## src/rtl/hilo_muldiv_unit.sv

```systemverilog
// HI/LO owner: MULT/MULTU/DIV/DIVU/MTHI/MTLO with a 1-cycle multiplier and a restoring divider.
// Optional MADD/MSUB accumulate ops are compiled in with `define HILO_MULDIV_MADD_EN.
module hilo_muldiv_unit #(
  parameter int WIDTH              = 32,
  parameter int DIV_BITS_PER_CYCLE = 1
) (
  input  logic             clk,
  input  logic             reset,
  input  logic             start,
  input  logic [2:0]       op,
  input  logic [WIDTH-1:0] a,
  input  logic [WIDTH-1:0] b,
  input  logic             flush,
  output logic             busy,
  output logic             done,
  output logic [WIDTH-1:0] hi,
  output logic [WIDTH-1:0] lo
);

  localparam int N  = WIDTH / DIV_BITS_PER_CYCLE;
  localparam int CW = $clog2(N) + 1;
  localparam logic [CW-1:0] CNT_LAST = CW'(N - 1);
  localparam logic [CW-1:0] CNT_ONE  = CW'(1);

  localparam logic [2:0] OP_MULT  = 3'b000;
  localparam logic [2:0] OP_MULTU = 3'b001;
  localparam logic [2:0] OP_DIV   = 3'b010;
  localparam logic [2:0] OP_DIVU  = 3'b011;
  localparam logic [2:0] OP_MTHI  = 3'b100;
  localparam logic [2:0] OP_MTLO  = 3'b101;
  localparam logic [2:0] OP_MADD  = 3'b110;
  localparam logic [2:0] OP_MSUB  = 3'b111;

  typedef enum logic [2:0] {
    S_IDLE = 3'd0,
    S_MUL  = 3'd1,
    S_DIV  = 3'd2,
    S_FIX  = 3'd3,
    S_ACC  = 3'd4
  } state_t;

  state_t                 r_state;
  state_t                 w_next_state;
  logic [CW-1:0]          r_cnt;
  logic [WIDTH-1:0]       r_a;
  logic [WIDTH-1:0]       r_b;
  logic [WIDTH-1:0]       r_rem;
  logic [WIDTH-1:0]       r_quo;
  logic [WIDTH-1:0]       r_hi;
  logic [WIDTH-1:0]       r_lo;
  logic [2*WIDTH-1:0]     r_prod;
  logic                   r_signed;
  logic                   r_macc;
  logic                   r_msub;
  logic                   r_qneg;
  logic                   r_rneg;
  logic                   r_dvz;
  logic                   r_done;

  logic                   w_issue;
  logic                   w_op_mul;
  logic                   w_op_div;
  logic                   w_op_macc;
  logic                   w_div_signed;
  logic [2*WIDTH-1:0]     w_ext_a;
  logic [2*WIDTH-1:0]     w_ext_b;
  logic [2*WIDTH-1:0]     w_prod;
  logic [2*WIDTH-1:0]     w_hilo;
  logic [2*WIDTH-1:0]     w_step1;
  logic [2*WIDTH-1:0]     w_step;

  function automatic logic [WIDTH-1:0] neg_val(input logic [WIDTH-1:0] v);
    neg_val = (~v) + {{(WIDTH-1){1'b0}}, 1'b1};
  endfunction

  // |0x80000000| wraps back to 0x80000000, which is the correct unsigned magnitude.
  function automatic logic [WIDTH-1:0] abs_val(input logic [WIDTH-1:0] v);
    if (v[WIDTH-1]) abs_val = neg_val(v);
    else            abs_val = v;
  endfunction

  // One restoring step; the 33-bit trial difference's top bit flags "divisor did not fit".
  function automatic logic [2*WIDTH-1:0] div_step(input logic [WIDTH-1:0] rem,
                                                  input logic [WIDTH-1:0] quo,
                                                  input logic [WIDTH-1:0] dvs);
    logic [WIDTH:0] shifted;
    logic [WIDTH:0] diff;
    shifted = {rem, quo[WIDTH-1]};
    diff    = shifted - {1'b0, dvs};
    if (diff[WIDTH]) div_step = {shifted[WIDTH-1:0], quo[WIDTH-2:0], 1'b0};
    else             div_step = {diff[WIDTH-1:0],    quo[WIDTH-2:0], 1'b1};
  endfunction

  assign w_issue      = (r_state == S_IDLE) && start && !flush;
  assign w_op_mul     = (op == OP_MULT) || (op == OP_MULTU);
  assign w_op_div     = (op == OP_DIV)  || (op == OP_DIVU);
  assign w_div_signed = (op == OP_DIV);
`ifdef HILO_MULDIV_MADD_EN
  assign w_op_macc    = (op == OP_MADD) || (op == OP_MSUB);
`else
  assign w_op_macc    = 1'b0;
`endif

  // Sign- or zero-extend to 64 bits; the low 64 bits of the product are right either way.
  assign w_ext_a = {{WIDTH{r_signed & r_a[WIDTH-1]}}, r_a};
  assign w_ext_b = {{WIDTH{r_signed & r_b[WIDTH-1]}}, r_b};
  assign w_prod  = w_ext_a * w_ext_b;
  assign w_hilo  = {r_hi, r_lo};

  assign w_step1 = div_step(r_rem, r_quo, r_b);
  generate
    if (DIV_BITS_PER_CYCLE == 2) begin : g_two_bits
      assign w_step = div_step(w_step1[2*WIDTH-1:WIDTH], w_step1[WIDTH-1:0], r_b);
    end else begin : g_one_bit
      assign w_step = w_step1;
    end
  endgenerate

  // State register.
  always_ff @(posedge clk) begin
    if (reset) r_state <= S_IDLE;
    else       r_state <= w_next_state;
  end

  // Next-state decode; flush returns any busy state to IDLE.
  always_comb begin
    w_next_state = r_state;
    case (r_state)
      S_IDLE: begin
        if (w_issue && (w_op_mul || w_op_macc)) w_next_state = S_MUL;
        else if (w_issue && w_op_div)           w_next_state = S_DIV;
        else                                    w_next_state = S_IDLE;
      end
      S_MUL: begin
        if (flush)       w_next_state = S_IDLE;
        else if (r_macc) w_next_state = S_ACC;
        else             w_next_state = S_IDLE;
      end
      S_ACC:  w_next_state = S_IDLE;
      S_DIV: begin
        if (flush)                  w_next_state = S_IDLE;
        else if (r_cnt == CNT_LAST) w_next_state = S_FIX;
        else                        w_next_state = S_DIV;
      end
      S_FIX:  w_next_state = S_IDLE;
      default: w_next_state = S_IDLE;
    endcase
  end

  // Operand capture, divider iteration and HI/LO write-back.
  always_ff @(posedge clk) begin
    if (reset) begin
      r_cnt    <= {CW{1'b0}};
      r_a      <= {WIDTH{1'b0}};
      r_b      <= {WIDTH{1'b0}};
      r_rem    <= {WIDTH{1'b0}};
      r_quo    <= {WIDTH{1'b0}};
      r_hi     <= {WIDTH{1'b0}};
      r_lo     <= {WIDTH{1'b0}};
      r_prod   <= {(2*WIDTH){1'b0}};
      r_signed <= 1'b0;
      r_macc   <= 1'b0;
      r_msub   <= 1'b0;
      r_qneg   <= 1'b0;
      r_rneg   <= 1'b0;
      r_dvz    <= 1'b0;
      r_done   <= 1'b0;
    end else begin
      r_done <= 1'b0;
      case (r_state)
        S_IDLE: begin
          if (w_issue) begin
            case (op)
              OP_MTHI: r_hi <= a;
              OP_MTLO: r_lo <= a;
              OP_MULT, OP_MULTU: begin
                r_a      <= a;
                r_b      <= b;
                r_signed <= (op == OP_MULT);
                r_macc   <= 1'b0;
              end
              OP_DIV, OP_DIVU: begin
                r_a    <= a;
                r_b    <= w_div_signed ? abs_val(b) : b;
                r_quo  <= w_div_signed ? abs_val(a) : a;
                r_rem  <= {WIDTH{1'b0}};
                r_cnt  <= {CW{1'b0}};
                r_qneg <= w_div_signed & (a[WIDTH-1] ^ b[WIDTH-1]);
                r_rneg <= w_div_signed & a[WIDTH-1];
                r_dvz  <= (b == {WIDTH{1'b0}});
              end
`ifdef HILO_MULDIV_MADD_EN
              OP_MADD, OP_MSUB: begin
                r_a      <= a;
                r_b      <= b;
                r_signed <= 1'b1;
                r_macc   <= 1'b1;
                r_msub   <= (op == OP_MSUB);
              end
`endif
              default: ;
            endcase
          end
        end
        S_MUL: begin
          if (!flush) begin
            if (r_macc) begin
              r_prod <= w_prod;
            end else begin
              {r_hi, r_lo} <= w_prod;
              r_done       <= 1'b1;
            end
          end
        end
        S_ACC: begin
          if (!flush) begin
            {r_hi, r_lo} <= r_msub ? (w_hilo - r_prod) : (w_hilo + r_prod);
            r_done       <= 1'b1;
          end
        end
        S_DIV: begin
          r_rem <= w_step[2*WIDTH-1:WIDTH];
          r_quo <= w_step[WIDTH-1:0];
          r_cnt <= r_cnt + CNT_ONE;
        end
        S_FIX: begin
          if (!flush) begin
            if (r_dvz) begin
              r_hi <= r_a;
              r_lo <= {WIDTH{1'b1}};
            end else begin
              r_hi <= r_rneg ? neg_val(r_rem) : r_rem;
              r_lo <= r_qneg ? neg_val(r_quo) : r_quo;
            end
            r_done <= 1'b1;
          end
        end
        default: ;
      endcase
    end
  end

  assign busy = (r_state != S_IDLE);
  assign done = r_done;
  assign hi   = r_hi;
  assign lo   = r_lo;

endmodule

```

## config.mk

```make
export PLATFORM = sky130hd
export DESIGN_NAME = hilo_muldiv_unit
export DESIGN_NICKNAME = d
export VERILOG_FILES = /design/src/rtl/hilo_muldiv_unit.sv
export SDC_FILE = /design/constraint.sdc
export NUM_CORES = 2
export LEC_CHECK = 0
export ABC_AREA = 1
export ABC_CLOCK_PERIOD_IN_PS = 8420
export BUFFER_PORTS_ARGS = -buffer_cell sky130_fd_sc_hd__buf_2
export CAP_MARGIN = 25
export CORE_UTILIZATION = 50
export CTS_BUF_LIST = sky130_fd_sc_hd__clkbuf_16
export DETAILED_ROUTE_END_ITERATION = 10
export PLACE_DENSITY = 0.65
export SETUP_SLACK_MARGIN = 0.4
export SKIP_CTS_REPAIR_TIMING = 1
export SYNTH_ARGS = -nofsm -noshare
export SYNTH_HDL_FRONTEND = slang
export SYNTH_SLANG_ARGS = --single-unit
```

## constraint.sdc

```tcl
create_clock -name clk -period 8.42 [get_ports clk]
set_input_delay 1.684 -clock clk [delete_from_list [all_inputs] [get_ports clk]]
set_output_delay 1.684 -clock clk [all_outputs]
set_load 0.02 [all_outputs]
```

==> reports/results.md <==
| Quantity | Value |
| --- | --- |
| CP dominant cell by count | sky130_fd_sc_hd__fa_1 |
| Initial core utilization | 50.47% |
| Number of nets in the synthesized netlist | 9,028 |
| Post-placement setup slack | 320.7 ps |
| Worst-case reg-to-reg path depth | 22 |
| CTS tree | built |
| Reg-to-reg startpoint | r_a[3] |
| Post-layout instance area | 58,020 sq um |
| Antenna violations before repair | 4 |
| Number of antenna-violating nets in the routed design | 0 |
| Worst R2R End | hi[7] |
| Count of placed standard cells in the final layout, fillers left out | 8,926 |
| Hpwl dp | 157,900 um |
| Setup-failing EPs final | 0 |
| Predominant post-synthesis flop cell | sky130_fd_sc_hd__dfxtp_1 |
| Final-stage net count | 8,940 |
| Maximum single-stage delay on the critical path | 830 ps |
| Run status | complete, no violations |
| Router iterations before antenna repair | 8 |
| Placed Instances | 8,873 |
| Standard cell core area | 108,900 sq um |
| Total power of the final layout | 3.848 mW |
| Die span in y | 333.5 um |
| Crit-path max FO | 14 |
| Library cells used by synthesis | 56 |
| Data arrival time of the critical path | 8280 ps |
| Count of max-cap constraint violations | 0 |
| Source of the worst hold timing path | r_cnt[5] |
| Remaining DRCs | 0 |
| FF+latch count, synth | 205 |
| # clock sinks | 205 |
| Async set or reset register ratio after synthesis | 0% |
| Worst setup margin | 596.2 ps |
| Hold Fails Final Rpt | 0 |
| Utilization after layout | 53.30% |
| Leakage Power | 31.69 nW |
| Global-route usage over all layers | 34.49% |
| Highest ir drop seen on vdd | 0.1380 mV |
| Areal power density over the cells | 66.33 nW/um^2 |
| Number of H-tree levels | 1 |
| I/O pin cnt | 137 |
| DRC violation total after the first TritonRoute iteration | 4,628 |
| Flop2flop setup slack | 600 ps |
| Depth of the worst hold-timing path | 2 |
| Worst setup path category | flip-flop to flip-flop |
| RSZ-0062 raised after global routing | false |
| Later-pin clock latency in the skew report | 590 ps |
| Endpoint of the worst hold path | r_cnt[5] |
| Number of global-route vias before repair | 49,724 |
| Fin Clk Skew | 25.61 ps |
| Post-layout minimum cycle time | 7824 ps |
| Final slew viol count | 0 |
| Wire length of the first global-routing pass | 293,700 um |
| Slew margin rel. | 29.95% |
| Clock Pin Slew Worst Setup and Hold Paths | 70 ps |
| Slew @ Worst Pin | 1049 ps |
| Standard cell area after detailed placement | 57,030 sq um |
| Number of instances in the synthesized netlist | 7,582 |
| Most frequent cells in the layout | sky130_fd_sc_hd__nand2_1 (1,932), sky130_fd_sc_hd__inv_1 (1,885), sky130_fd_sc_hd__fa_1 (1,123) |
| Most common cell after layout, fill and taps aside | sky130_fd_sc_hd__nand2_1 |
| Die Width | 333.5 um |
| Ratio of routed vias to standard cells | 5.511 |
| Number of rows in the core area | 121 |
| Final critical-path share of the clock period | 92.92% |
| Crit-path slowest cell | sky130_fd_sc_hd__dfxtp_1 |
| Drt total wl | 187,800 um |
| Crit. End Element | flip-flop |
| Number of I/O port buffers | 136 |
| Highest clock frequency the design can meet | 127.8 MHz |
| Average cell area after synthesis | 7.246 sq um |
| CTS Buf Count | 24 |
| Type of the most critical hold path | flip-flop to flip-flop |
| Library cell used as clock root buffer | sky130_fd_sc_hd__clkbuf_16 |
| Number of enable-type register cells in the synthesized netlist | 0 |
| Series of cell instances along the critical path | buf_4 > nor2_1 > fa_1 > fa_1 > fa_1 > fa_1 > fa_1 > fa_1 > fa_1 > inv_1 > fa_1 > inv_1 > ha_1 > nand2_1 > nor2_1 > nand2_1 > nor2_1 > nand3_1 > nand3_1 > a21oi_1 > o21ai_0 > a21oi_1 |
| Required time of the worst setup path | 8880 ps |
| Fraction of layout cells with a size suffix above 1 | 5.485% |
| Total negative slack for setup checks | 0 ps |
| Startpoint types | flip-flop |
| Buffer depth of the longest clock path | 3 |
| Final Hold Slack | 471.1 ps |
| Synthesized area | 54,940 sq um |
| Signed area change from the synthesized netlist to the final layout | 5.614% |
| Final GP Congestion | 1.038 |
| Routed length per instance | 21.04 um |
| Maximum number of pins on one net before global-route repair | 76 |
| Synth warn | 0 |
| Floorplan die area | 111,200 sq um |
| GR Overflow Total | 0 |
| Via count | 49,187 |
| Sequential area share after synthesis | 7.470% |
layout make-up:
type | count | area [sq um]
Tap cell | 1414 | 1769
Multi-Input combinational cell | 5099 | 42260
Antenna cell | 1 | 2.502
Inverter | 1907 | 7173
Fill cell | 10781 | 50830
Clock buffer | 24 | 600.6
Sequential cell | 205 | 4115
Timing Repair Buffer | 257 | 1876
Clock inverter | 19 | 224.0
Yosys cell counts, drive strengths merged (2+ instances only):
master,count,area (sq um)
a41oi,5,43.79
nand3b,11,86.33
o21a,6,45.04
or2,18,112.6
a221oi,2,17.52
nor2,462,1802
a211oi,9,67.56
o21bai,19,142.6
xnor2,30,262.8
nor4,11,75.07
clkbuf,328,1231
nand2,1951,7403
a22oi,20,150.1
xor2,22,192.7
a31oi,25,156.4
ha,249,3115
nand3,352,1804
fa,1126,22540
a21boi,3,22.52
o211ai,11,82.58
o31ai,7,52.55
o21ai,275,1391
o22ai,3,18.77
clkinv,5,18.77
a21oi,358,1829
nor3,45,266.5
a21o,9,67.56
nand4,63,400.4
dfxtp,205,4104
inv,1902,7139
buf,43,231.5
o221ai,3,26.28
power breakdown:
group	leakage, nW	internal, mW	switching (mW)
Clock	0.424	0.671	0.497
Combinational	29.6	0.500	1.12
Sequential	1.67	1.00	0.0532
registers in the layout (all words and copies together), names as in the netlist:
name / flops
r_dvz: 1
r_state: 2
r_signed: 1
r_rem: 32
r_rneg: 1
r_b: 32
r_qneg: 1
r_cnt: 6
hi: 32
r_quo: 32
r_a: 32
lo: 32
done: 1
cell families (layout without fill, tap and decap cells):
group | Yosys count | count (layout) | synth area share, %
AOI/OAI and AO/OA | 758 | 758 | 7.541
xor gates and xnor gates | 52 | 52 | 0.8290
adders and majority gates | 1375 | 1375 | 46.70
buffers and inverters | 2278 | 2207 | 15.69
DFF | 205 | 205 | 7.470
other | 0 | 1 | 0
and+or+nand+nor | 2914 | 2914 | 21.76
worst max path at each step:
stage / from / end / slack (ps)
2_1_floorplan: r_a[31] / hi[31] / 880
3_3_place_gp: r_a[9] / hi[12] / 260
3_5_place_dp: r_signed / hi[31] / 320
4_1_cts: r_signed / hi[31] / 260
5_1_grt: r_signed / hi[31] / 390
6_report: r_a[3] / hi[7] / 600
critical path, delay by kind of cell (launching register included):
kind,cells,cell delay [ps]
buf+inv,3,440
simple gates,7,1450
compound gates,3,400
fa+ha+maj,9,4510
flops,1,830
metal layers:
layer	vias to the layer above	GRT usage, %	wire length (um)
li1	22111	-	-
met1	24494	46.96	76770
met2	2164	56.02	86170
met3	414	3.930	15670
met4	4	14.17	9180
met5	-	0	27
Note: power is estimated with default switching activity, not from simulation.
